**src/rtl/color_code_gen_pkg.sv**
```systemverilog
// Shared types and constants for the colour-code generator: palette,
// reset indices and FSM state encoding.
// Optional feature macro: AUTO_CYCLE_EN (see color_code_gen.sv).
package color_code_pkg;

  // Default palette index width; the palette table below holds 2**PAL_W_DEF entries.
  localparam int PAL_W_DEF = 3;

  // Reset palette indices and the colour code they produce.
  localparam logic [PAL_W_DEF-1:0] IDX_L_RST = 3'd1;
  localparam logic [PAL_W_DEF-1:0] IDX_R_RST = 3'd3;
  localparam logic [23:0]          CODE_RST  = 24'hF00_00F;

  typedef enum logic [1:0] {
    S_IDLE    = 2'd0,
    S_PENDING = 2'd1,
    S_COMMIT  = 2'd2
  } cc_state_t;

  // 12-bit RGB palette entry for a given index.
  function automatic logic [11:0] pal_lookup(input logic [PAL_W_DEF-1:0] idx);
    logic [11:0] rgb;
    case (idx)
      3'd0:    rgb = 12'h000;
      3'd1:    rgb = 12'hF00;
      3'd2:    rgb = 12'h0F0;
      3'd3:    rgb = 12'h00F;
      3'd4:    rgb = 12'hFF0;
      3'd5:    rgb = 12'h0FF;
      3'd6:    rgb = 12'hF0F;
      3'd7:    rgb = 12'hFFF;
      default: rgb = 12'h000;
    endcase
    return rgb;
  endfunction

endpackage

```
**src/rtl/color_code_gen_if.sv**
```systemverilog
// Bus between the colour-code generator and its environment: raw buttons,
// vsync from the VGA stage, and the committed code / status outputs.
interface color_code_gen_if;
  logic        btn_next;
  logic        btn_slot;
  logic        vsync_in;
  logic [23:0] code;
  logic        slot_sel;
  logic        pending;

  // Environment side: drives buttons and vsync, observes the code.
  modport master (
    output btn_next, btn_slot, vsync_in,
    input  code, slot_sel, pending
  );

  // Generator side.
  modport slave (
    input  btn_next, btn_slot, vsync_in,
    output code, slot_sel, pending
  );
endinterface

```
**src/rtl/color_code_gen_btn_sync_edge.sv**
```systemverilog
// Multi-flop synchronizer for an asynchronous push-button followed by a
// rising-edge detector: a held level yields exactly one single-cycle pulse.
module btn_sync_edge #(
  parameter int SYNC_STAGES = 2
) (
  input  logic clk,
  input  logic rst,
  input  logic btn_raw,
  output logic pulse
);

  logic [SYNC_STAGES-1:0] sync_q;
  logic                   prev_q;

  // Shift the raw level through the synchronizer and remember the last synced level.
  always_ff @(posedge clk or posedge rst) begin
    if (rst) begin
      sync_q <= '0;
      prev_q <= 1'b0;
    end else begin
      sync_q <= {sync_q[SYNC_STAGES-2:0], btn_raw};
      prev_q <= sync_q[SYNC_STAGES-1];
    end
  end

  // Both terms come straight from flops, so the pulse is glitch-free in the clk domain.
  assign pulse = sync_q[SYNC_STAGES-1] & ~prev_q;

endmodule

```
**src/rtl/color_code_gen.sv**
```systemverilog
// Colour-code generator: button-edited left/right palette indices live in
// shadow registers and are committed to the 24-bit code only at the end of
// a vsync pulse, so a frame never shows a mix of old and new colours.
// Optional feature macro: AUTO_CYCLE_EN -- advances both indices every
// AUTO_FRAMES frames when defined.
module color_code_gen
  import color_code_pkg::*;
#(
  parameter int PAL_W       = PAL_W_DEF,
  parameter int SYNC_STAGES = 2,
  parameter int AUTO_FRAMES = 60
) (
  input  logic             clk,
  input  logic             rst,
  color_code_gen_if.slave  bus
);

  logic             next_pulse;
  logic             slot_pulse;
  logic             frame_edge;
  logic             auto_adv;
  logic             edit;

  logic             vs_q;
  logic             vs_prev_q;
  logic [PAL_W-1:0] idx_l_q, idx_l_d;
  logic [PAL_W-1:0] idx_r_q, idx_r_d;
  logic             slot_q, slot_d;
  logic [23:0]      code_q, code_d;
  logic             pending_q, pending_d;
  cc_state_t        state_q, state_d;

  btn_sync_edge #(.SYNC_STAGES(SYNC_STAGES)) u_next_sync (
    .clk     (clk),
    .rst     (rst),
    .btn_raw (bus.btn_next),
    .pulse   (next_pulse)
  );

  btn_sync_edge #(.SYNC_STAGES(SYNC_STAGES)) u_slot_sync (
    .clk     (clk),
    .rst     (rst),
    .btn_raw (bus.btn_slot),
    .pulse   (slot_pulse)
  );

  // Sample vsync twice so the end of the sync pulse (0 -> 1) is seen as a one-cycle frame_edge.
  always_ff @(posedge clk or posedge rst) begin
    if (rst) begin
      vs_q      <= 1'b0;
      vs_prev_q <= 1'b0;
    end else begin
      vs_q      <= bus.vsync_in;
      vs_prev_q <= vs_q;
    end
  end

  assign frame_edge = vs_q & ~vs_prev_q;

`ifdef AUTO_CYCLE_EN
  localparam int CNT_W = (AUTO_FRAMES > 1) ? $clog2(AUTO_FRAMES) : 1;

  logic [CNT_W-1:0] frame_cnt_q, frame_cnt_d;

  assign auto_adv = frame_edge && (frame_cnt_q == CNT_W'(AUTO_FRAMES - 1));

  // Frame counter: any button activity restarts the idle period; wraps at the advance.
  always_comb begin
    frame_cnt_d = frame_cnt_q;
    if (next_pulse || slot_pulse || auto_adv) begin
      frame_cnt_d = '0;
    end else if (frame_edge) begin
      frame_cnt_d = frame_cnt_q + 1'b1;
    end else begin
      frame_cnt_d = frame_cnt_q;
    end
  end

  // Frame counter register.
  always_ff @(posedge clk or posedge rst) begin
    if (rst) frame_cnt_q <= '0;
    else     frame_cnt_q <= frame_cnt_d;
  end
`else
  assign auto_adv = 1'b0;
`endif

  // Anything that changes a shadow index must eventually be committed.
  assign edit = next_pulse | auto_adv;

  // Shadow index / slot update, FSM next state and commit of the code.
  always_comb begin
    // Increment uses the pre-toggle slot; a simultaneous slot press toggles afterwards.
    idx_l_d = idx_l_q + PAL_W'(next_pulse & ~slot_q) + PAL_W'(auto_adv);
    idx_r_d = idx_r_q + PAL_W'(next_pulse &  slot_q) + PAL_W'(auto_adv);
    slot_d  = slot_q ^ slot_pulse;
    state_d = state_q;
    code_d  = code_q;

    case (state_q)
      S_IDLE: begin
        if (edit) state_d = S_PENDING;
        else      state_d = S_IDLE;
      end
      S_PENDING: begin
        if (frame_edge) state_d = S_COMMIT;
        else            state_d = S_PENDING;
      end
      S_COMMIT: begin
        // Shadow already holds any edit from the frame_edge cycle; only an
        // edit landing now would be missed by this commit.
        code_d = {pal_lookup(idx_l_q), pal_lookup(idx_r_q)};
        if (edit) state_d = S_PENDING;
        else      state_d = S_IDLE;
      end
      default: begin
        state_d = S_IDLE;
      end
    endcase

    pending_d = (state_d != S_IDLE);
  end

  // State, shadow and output registers.
  always_ff @(posedge clk or posedge rst) begin
    if (rst) begin
      state_q   <= S_IDLE;
      idx_l_q   <= IDX_L_RST;
      idx_r_q   <= IDX_R_RST;
      slot_q    <= 1'b0;
      code_q    <= CODE_RST;
      pending_q <= 1'b0;
    end else begin
      state_q   <= state_d;
      idx_l_q   <= idx_l_d;
      idx_r_q   <= idx_r_d;
      slot_q    <= slot_d;
      code_q    <= code_d;
      pending_q <= pending_d;
    end
  end

  assign bus.code     = code_q;
  assign bus.slot_sel = slot_q;
  assign bus.pending  = pending_q;

endmodule

```
**src/flat_wrapper.sv**
```systemverilog
// flat-port wrapper written by rule: the top's interface ports become plain ports
module color_code_gen_flat import color_code_pkg::*;
#(
  parameter int PAL_W       = PAL_W_DEF,
  parameter int SYNC_STAGES = 2,
  parameter int AUTO_FRAMES = 60
)
  (clk, rst, bus_btn_next, bus_btn_slot, bus_vsync_in, bus_code, bus_slot_sel, bus_pending);
  color_code_gen_if bus_i ();
  input  logic clk;
  input  logic rst;
  input wire logic [$bits(bus_i.btn_next)-1:0] bus_btn_next;
  input wire logic [$bits(bus_i.btn_slot)-1:0] bus_btn_slot;
  input wire logic [$bits(bus_i.vsync_in)-1:0] bus_vsync_in;
  output wire logic [$bits(bus_i.code)-1:0] bus_code;
  output wire logic [$bits(bus_i.slot_sel)-1:0] bus_slot_sel;
  output wire logic [$bits(bus_i.pending)-1:0] bus_pending;
  assign bus_i.btn_next = bus_btn_next;
  assign bus_i.btn_slot = bus_btn_slot;
  assign bus_i.vsync_in = bus_vsync_in;
  assign bus_code = bus_i.code;
  assign bus_slot_sel = bus_i.slot_sel;
  assign bus_pending = bus_i.pending;
  color_code_gen #(.PAL_W(PAL_W), .SYNC_STAGES(SYNC_STAGES), .AUTO_FRAMES(AUTO_FRAMES)) u_core (.clk(clk), .rst(rst), .bus(bus_i));
endmodule
```
**config.mk**
```make
export PLATFORM = sky130hd
export DESIGN_NAME = color_code_gen_flat
export DESIGN_NICKNAME = d
export VERILOG_FILES = /design/src/rtl/color_code_gen_pkg.sv /design/src/rtl/color_code_gen_if.sv /design/src/rtl/color_code_gen_btn_sync_edge.sv /design/src/rtl/color_code_gen.sv /design/src/flat_wrapper.sv
export SDC_FILE = /design/constraint.sdc
export NUM_CORES = 1
export LEC_CHECK = 0
export ABC_AREA = 1
export ABC_CLOCK_PERIOD_IN_PS = 1700
export BUFFER_PORTS_ARGS = -buffer_cell sky130_fd_sc_hd__clkbuf_2
export CAP_MARGIN = 20
export CORE_MARGIN = 3
export CORE_UTILIZATION = 35
export CTS_CLUSTER_SIZE = 20
export DETAILED_ROUTE_END_ITERATION = 12
export HOLD_SLACK_MARGIN = 0.05
export SLEW_MARGIN = 0
export SYNTH_ARGS = -nofsm -noshare
export SYNTH_HDL_FRONTEND = slang
export SYNTH_SLANG_ARGS = --single-unit
export TNS_END_PERCENT = 10
```
**constraint.sdc**
```tcl
create_clock -name clk -period 1.7 [get_ports clk]
set_clock_uncertainty 0.2 [all_clocks]
set_input_delay 0.17 -clock clk [delete_from_list [all_inputs] [get_ports clk]]
set_output_delay 0.17 -clock clk [all_outputs]
set_load 0.05 [all_outputs]
```
# Word-level counts from Yosys, hierarchy flattened

Memory sizes are Yosys's and may differ from the RTL's. A register that Yosys moved wholly into a read port is not among the register bits.
Index checks and enable logic that the tools add are counted.

Register bits: 18
ROM bits: 192
Output and inout port bits: 26
Logic and storage cells: 33
Memories kept: 2

$add $sub $neg: 2
Equal/unequal tests: 2
Multiplexer cells: 3
Bitwise gates (word level): 10
Reduce and logical (&&, ||, !) cells: 3

Memories:

| memory          | depth | width | rd ports | clocked after memory_dff | write ports | RTL line                 | RTL |
|---|---|---|---|---|---|---|---|
| (no name shown) | 8     | 12    | 1        | 1                        | 0           | color_code_gen_pkg.sv:23 | `case (idx)` |
| (no name shown) | 8     | 12    | 1        | 1                        | 0           | color_code_gen_pkg.sv:23 |  |

Operator list:

| kind                 | count |
|---|---|
| $add A3 B3 Y3        | 2 |
| $and A1 B1 Y1        | 4 |
| $pmux W2 S2          | 1 |
| $and A1 B3 Y3        | 1 |
| $not A1 Y1           | 3 |
| $not A1 Y3           | 1 |
| $eq A2 B1 Y1 const B | 1 |
| $eq A2 B2 Y1 const B | 1 |
| $logic_not A2 Y1     | 1 |
| $mux W2              | 1 |
| $reduce_bool A2 Y1   | 1 |
| $reduce_or A2 Y1     | 1 |
| $mux W1              | 1 |
| $xor A1 B1 Y1        | 1 |

# Depth between registers and ports, before layout

Depth after elaboration: 5
Mapped depth: 6
Mapped depth without buffers: 6

# Modules after synthesis

A second synthesis with hierarchy kept.

Cell total of the unflattened synthesis: 111
Area total of the unflattened synthesis: 1081.0 um2

By module, submodules not included:

| module         | times used | cells an instance | area each (um2) |
|---|---|---|---|
| color_code_gen | 1          | 99                | 903.4 |
| btn_sync_edge  | 2          | 6                 | 88.8 |

# Worst setup path after synthesis

Ideal clock, no wire load.

Path kind: register to register
Start point: register u_core.slot_q, in the netlist u_core.bus.slot_sel
End point: register u_core.idx_r_q[2]
Arrival: 1.235 ns
Data required time: 1.374 ns
Path slack: 0.139 ns
Stages on the path, launching flop included: 6
Path buffers: 0
Period minus slack after synthesis: 1.561 ns
Cell sequence: dfrtp_1 > inv_1 > nor2_1 > ha_1 > ha_1 > xor2_1

Word-level cells in the longest chain between the ends: 2

RTL lines:

| element                     | RTL line              | RTL |
|---|---|---|
| start, declared             | color_code_gen.sv:28  | `logic slot_q, slot_d;` |
| start signal, assigned      | color_code_gen.sv:137 | `slot_q <= slot_d;` |
| $and A1 B1 Y1               | color_code_gen.sv:95  | `idx_r_d = idx_r_q + PAL_W'(next_pulse & slot_q) + PAL_W'(auto_adv);` |
| $add A3 B3 Y3               | color_code_gen.sv:95  |  |
| named net u_core.idx_r_d[2] | color_code_gen.sv:27  | `logic [PAL_W-1:0] idx_r_q, idx_r_d;` |
| end signal, assigned        | color_code_gen.sv:136 | `idx_r_q <= idx_r_d;` |
| end, declared               | color_code_gen.sv:27  |  |

The timed path passes the listed nets, and every way through them passes these cells.

# Worst setup path in the final report

Start point: register u_core.code_q[22], in the netlist u_core.bus.code[22]
End point: output port bus_code[22]

RTL lines:

| element         | RTL line             | RTL |
|---|---|---|
| start, declared | color_code_gen.sv:29 | `logic [23:0] code_q, code_d;` |
| end, declared   | flat_wrapper.sv:15   | `output wire logic [$bits(bus_i.code)-1:0] bus_code;` |

No word-level cell between the ends.

==> flow_metrics.env <==
export IMPL_ys_ff_latch=24
export IMPL_netlist_area_sq_mm=0.00108
export IMPL_cts_buffers=3
export IMPL_maxSlewHeadroom_pct=80.6
export IMPL_worstSkewPairLatency_ns=0.31
export IMPL_portBuffers=30
export IMPL_clock_path_buffers=2
export IMPL_die_area_sq_mm=0.00378
export IMPL_fmax_mhz=648
export IMPL_syn_inst=109
export IMPL_first_global_vias=677
export IMPL_crit_arrival_ns=1.17
export IMPL_antenna_found_initial=0
export IMPL_critical_path_top_delay_family="flip-flops"
export IMPL_grt_max_degree=25
export IMPL_critPathBufInv=1
export IMPL_worstPathRequired_ns=1.33
export IMPL_busiest_layer="met2"
export IMPL_drv_cap=0
export IMPL_synth_warnings=0
export IMPL_vias_per_cell=4.33
export IMPL_use_met1_pct=10.1
export IMPL_fin_tns_setup_ns=0
export IMPL_fin_nets=140
export IMPL_crit_chain="clkbuf_2"
export IMPL_synth_top_area_cell="dfrtp_1"
export IMPL_final_cells=161
export IMPL_met2_usage_pct=17.5
export IMPL_nFillCells=279
export IMPL_slowest_delay_ns=0.58
export IMPL_cpMaxStageDelayCell="dfstp_2"
export IMPL_cp_depth=1
export IMPL_placed_cell_area_sq_mm=0.00114
export IMPL_worstSetupStartpointType="flop"
export IMPL_num_antenna_cells=0
export IMPL_drt_pre_antenna_iters=4
export IMPL_reg2reg_depth=5
export IMPL_gr_usage_met3_pct=4.19
export IMPL_place_inst=153
export IMPL_design_area_sq_mm=0.00123
export IMPL_period_needed_ns=1.54
export IMPL_die_w_um=61.5
export IMPL_start_util_pct=37.8
export IMPL_tightestPinTransition_ns=0.291
export IMPL_syn_avg_cell_area_sq_um=9.88
export IMPL_grt_first_pass_wirelength_um=2710
export IMPL_final_util_pct=43.2
export IMPL_hold_class="reg -> reg"
export IMPL_status="finished, final reports clean"
export IMPL_drt_iter0_drc=26
export IMPL_finalWirelength_um=1530
export IMPL_clk_pin_slew_ns=0.13
export IMPL_grt_ovfl_total=0
export IMPL_grtUsageTotal_pct=9.66
export IMPL_crit_type="reg -> out"
export IMPL_syn_to_final_growth_pct=14.3
export IMPL_grt_setup_unrepaired="no"
export IMPL_synth_top_area_share_pct=44.1
export IMPL_worst_setup_path_end_kind="primary output"
export IMPL_fp_coreArea_sq_mm=0.00285
export IMPL_reg2reg_slack_ns=0.35
export IMPL_hold_viol=0
export IMPL_drc=0
export IMPL_rows=19
export IMPL_gp_congestion=0.696
export IMPL_slew_violations=0
export IMPL_hold_depth=0
export IMPL_clock_sinks=24
export IMPL_cts_root_buf="clkbuf_4"
export IMPL_die_y_um=61.5
export IMPL_io_pins=31
export IMPL_synthDistinctLibCells=15
export IMPL_final_cell_mix="30 x nand2_1, 30 x clkbuf_2, 19 x dfrtp_1, 10 x nand3_1, 9 x inv_1"
export IMPL_ant_nets=0
export IMPL_synth_area_leaders="dfrtp_1 44%, buf_4 13%, dfstp_2 12%, nand2_1 10%, ha_1 4.6%"
export IMPL_dp_hpwl_um=1170
export IMPL_wl_per_cell_um=9.49
export IMPL_h_tree_depth=1
export IMPL_ctsResizeCount=0
export IMPL_syn_nets=118
export IMPL_ys_seq_area_share_pct=56.3
export IMPL_drive_above_1_share_pct=35.4
export IMPL_finalSetupViolations=0
export IMPL_cts_tree="built"
export IMPL_critPathMaxFanout=5
export IMPL_vias=697
export IMPL_period_share_pct=90.8
sequential cells by signal, summed over array words and instances (netlist names):
name / flops
u_core.vs_prev_q: 1
u_core.idx_l_q: 3
u_core.u_next_sync.sync_q: 2
u_core.idx_r_q: 3
u_core.bus.code: 6
u_core.u_next_sync.prev_q: 1
u_core.state_q: 2
u_core.u_slot_sync.sync_q: 2
u_core.vs_q: 1
u_core.bus.pending: 1
u_core.u_slot_sync.prev_q: 1
u_core.bus.slot_sel: 1
per-layer routing:
layer  vias to the layer above  part of all wire, %
li1                        358                    -
met1                       305                   45
met2                        32                   44
met3                         2                  9.6
met4                         0                 0.85
met5                         -                    0
path summary, 6_finish.rpt:
check	start	to
worst max-delay path	u_core.bus.code[22]	bus_code[22]
worst min-delay path	u_core.u_slot_sync.sync_q[0]	u_core.u_slot_sync.sync_q[1]
worst max register to register	u_core.bus.slot_sel	u_core.idx_r_q[2]
worst min register to register	u_core.u_slot_sync.sync_q[0]	u_core.u_slot_sync.sync_q[1]
max in group asynchronous	rst	u_core.bus.code[22]
min in group asynchronous	rst	u_core.u_slot_sync.sync_q[1]
kinds of logic (layout without fill, tap and decap cells):
family | after synthesis | count (layout) | share of synthesized area (%)
simple gates | 46 | 46 | 18.8
flops | 24 | 24 | 56.3
compound gates | 1 | 1 | 0.464
fa+ha+maj | 4 | 4 | 4.65
buf+inv | 31 | 52 | 17.3
xor+xnor | 3 | 3 | 2.44
cell type report:
class / count / area (sq um) / area share, %
Sequential cell: 24 / 607 / 49.3
Multi-Input combinational cell: 54 / 284 / 23.1
Timing Repair Buffer: 35 / 198 / 16.1
Inverter: 13 / 51.3 / 4.17
Tap cell: 31 / 38.8 / 3.15
Clock inverter: 1 / 30.0 / 2.44
Clock buffer: 3 / 22.5 / 1.83
synth_stat cells:
cell type,n
dfstp_2,5
buf_4,18
nor2_4,1
o21ai_1,1
inv_2,3
dfrtp_1,19
xor2_1,3
ha_1,4
nor3_2,1
nor2_1,3
nand3b_1,1
inv_1,9
nand2_1,30
nand3_1,10
inv_4,1
worst reg2reg max path: stages (launching register included):
cell and delay (ns):
dfrtp_1 0.41, inv_1 0.09, nor2_1 0.06, ha_1 0.17, ha_1 0.18, xor2_1 0.14
metrics by stage:
stage,hold slack (ns),setup WS [ns]
finish,0.170,0.157
global route,0.188,0.0827
CTS,0.174,0.130
detailed placement,0.00846,0.352
global placement,0.00136,0.391
floorplan,-0.0191,0.139
what timing repair did:
| item | in CTS | in global routing |
|---|---|---|
| buffers inserted | 0 | 0 |
| endpoints found under the hold margin | 27 | 0 |
| hold buffers | 4 | 0 |
Power is not shown: default switching activity piles up to over one toggle a cycle in this logic, so the estimate is an artifact.
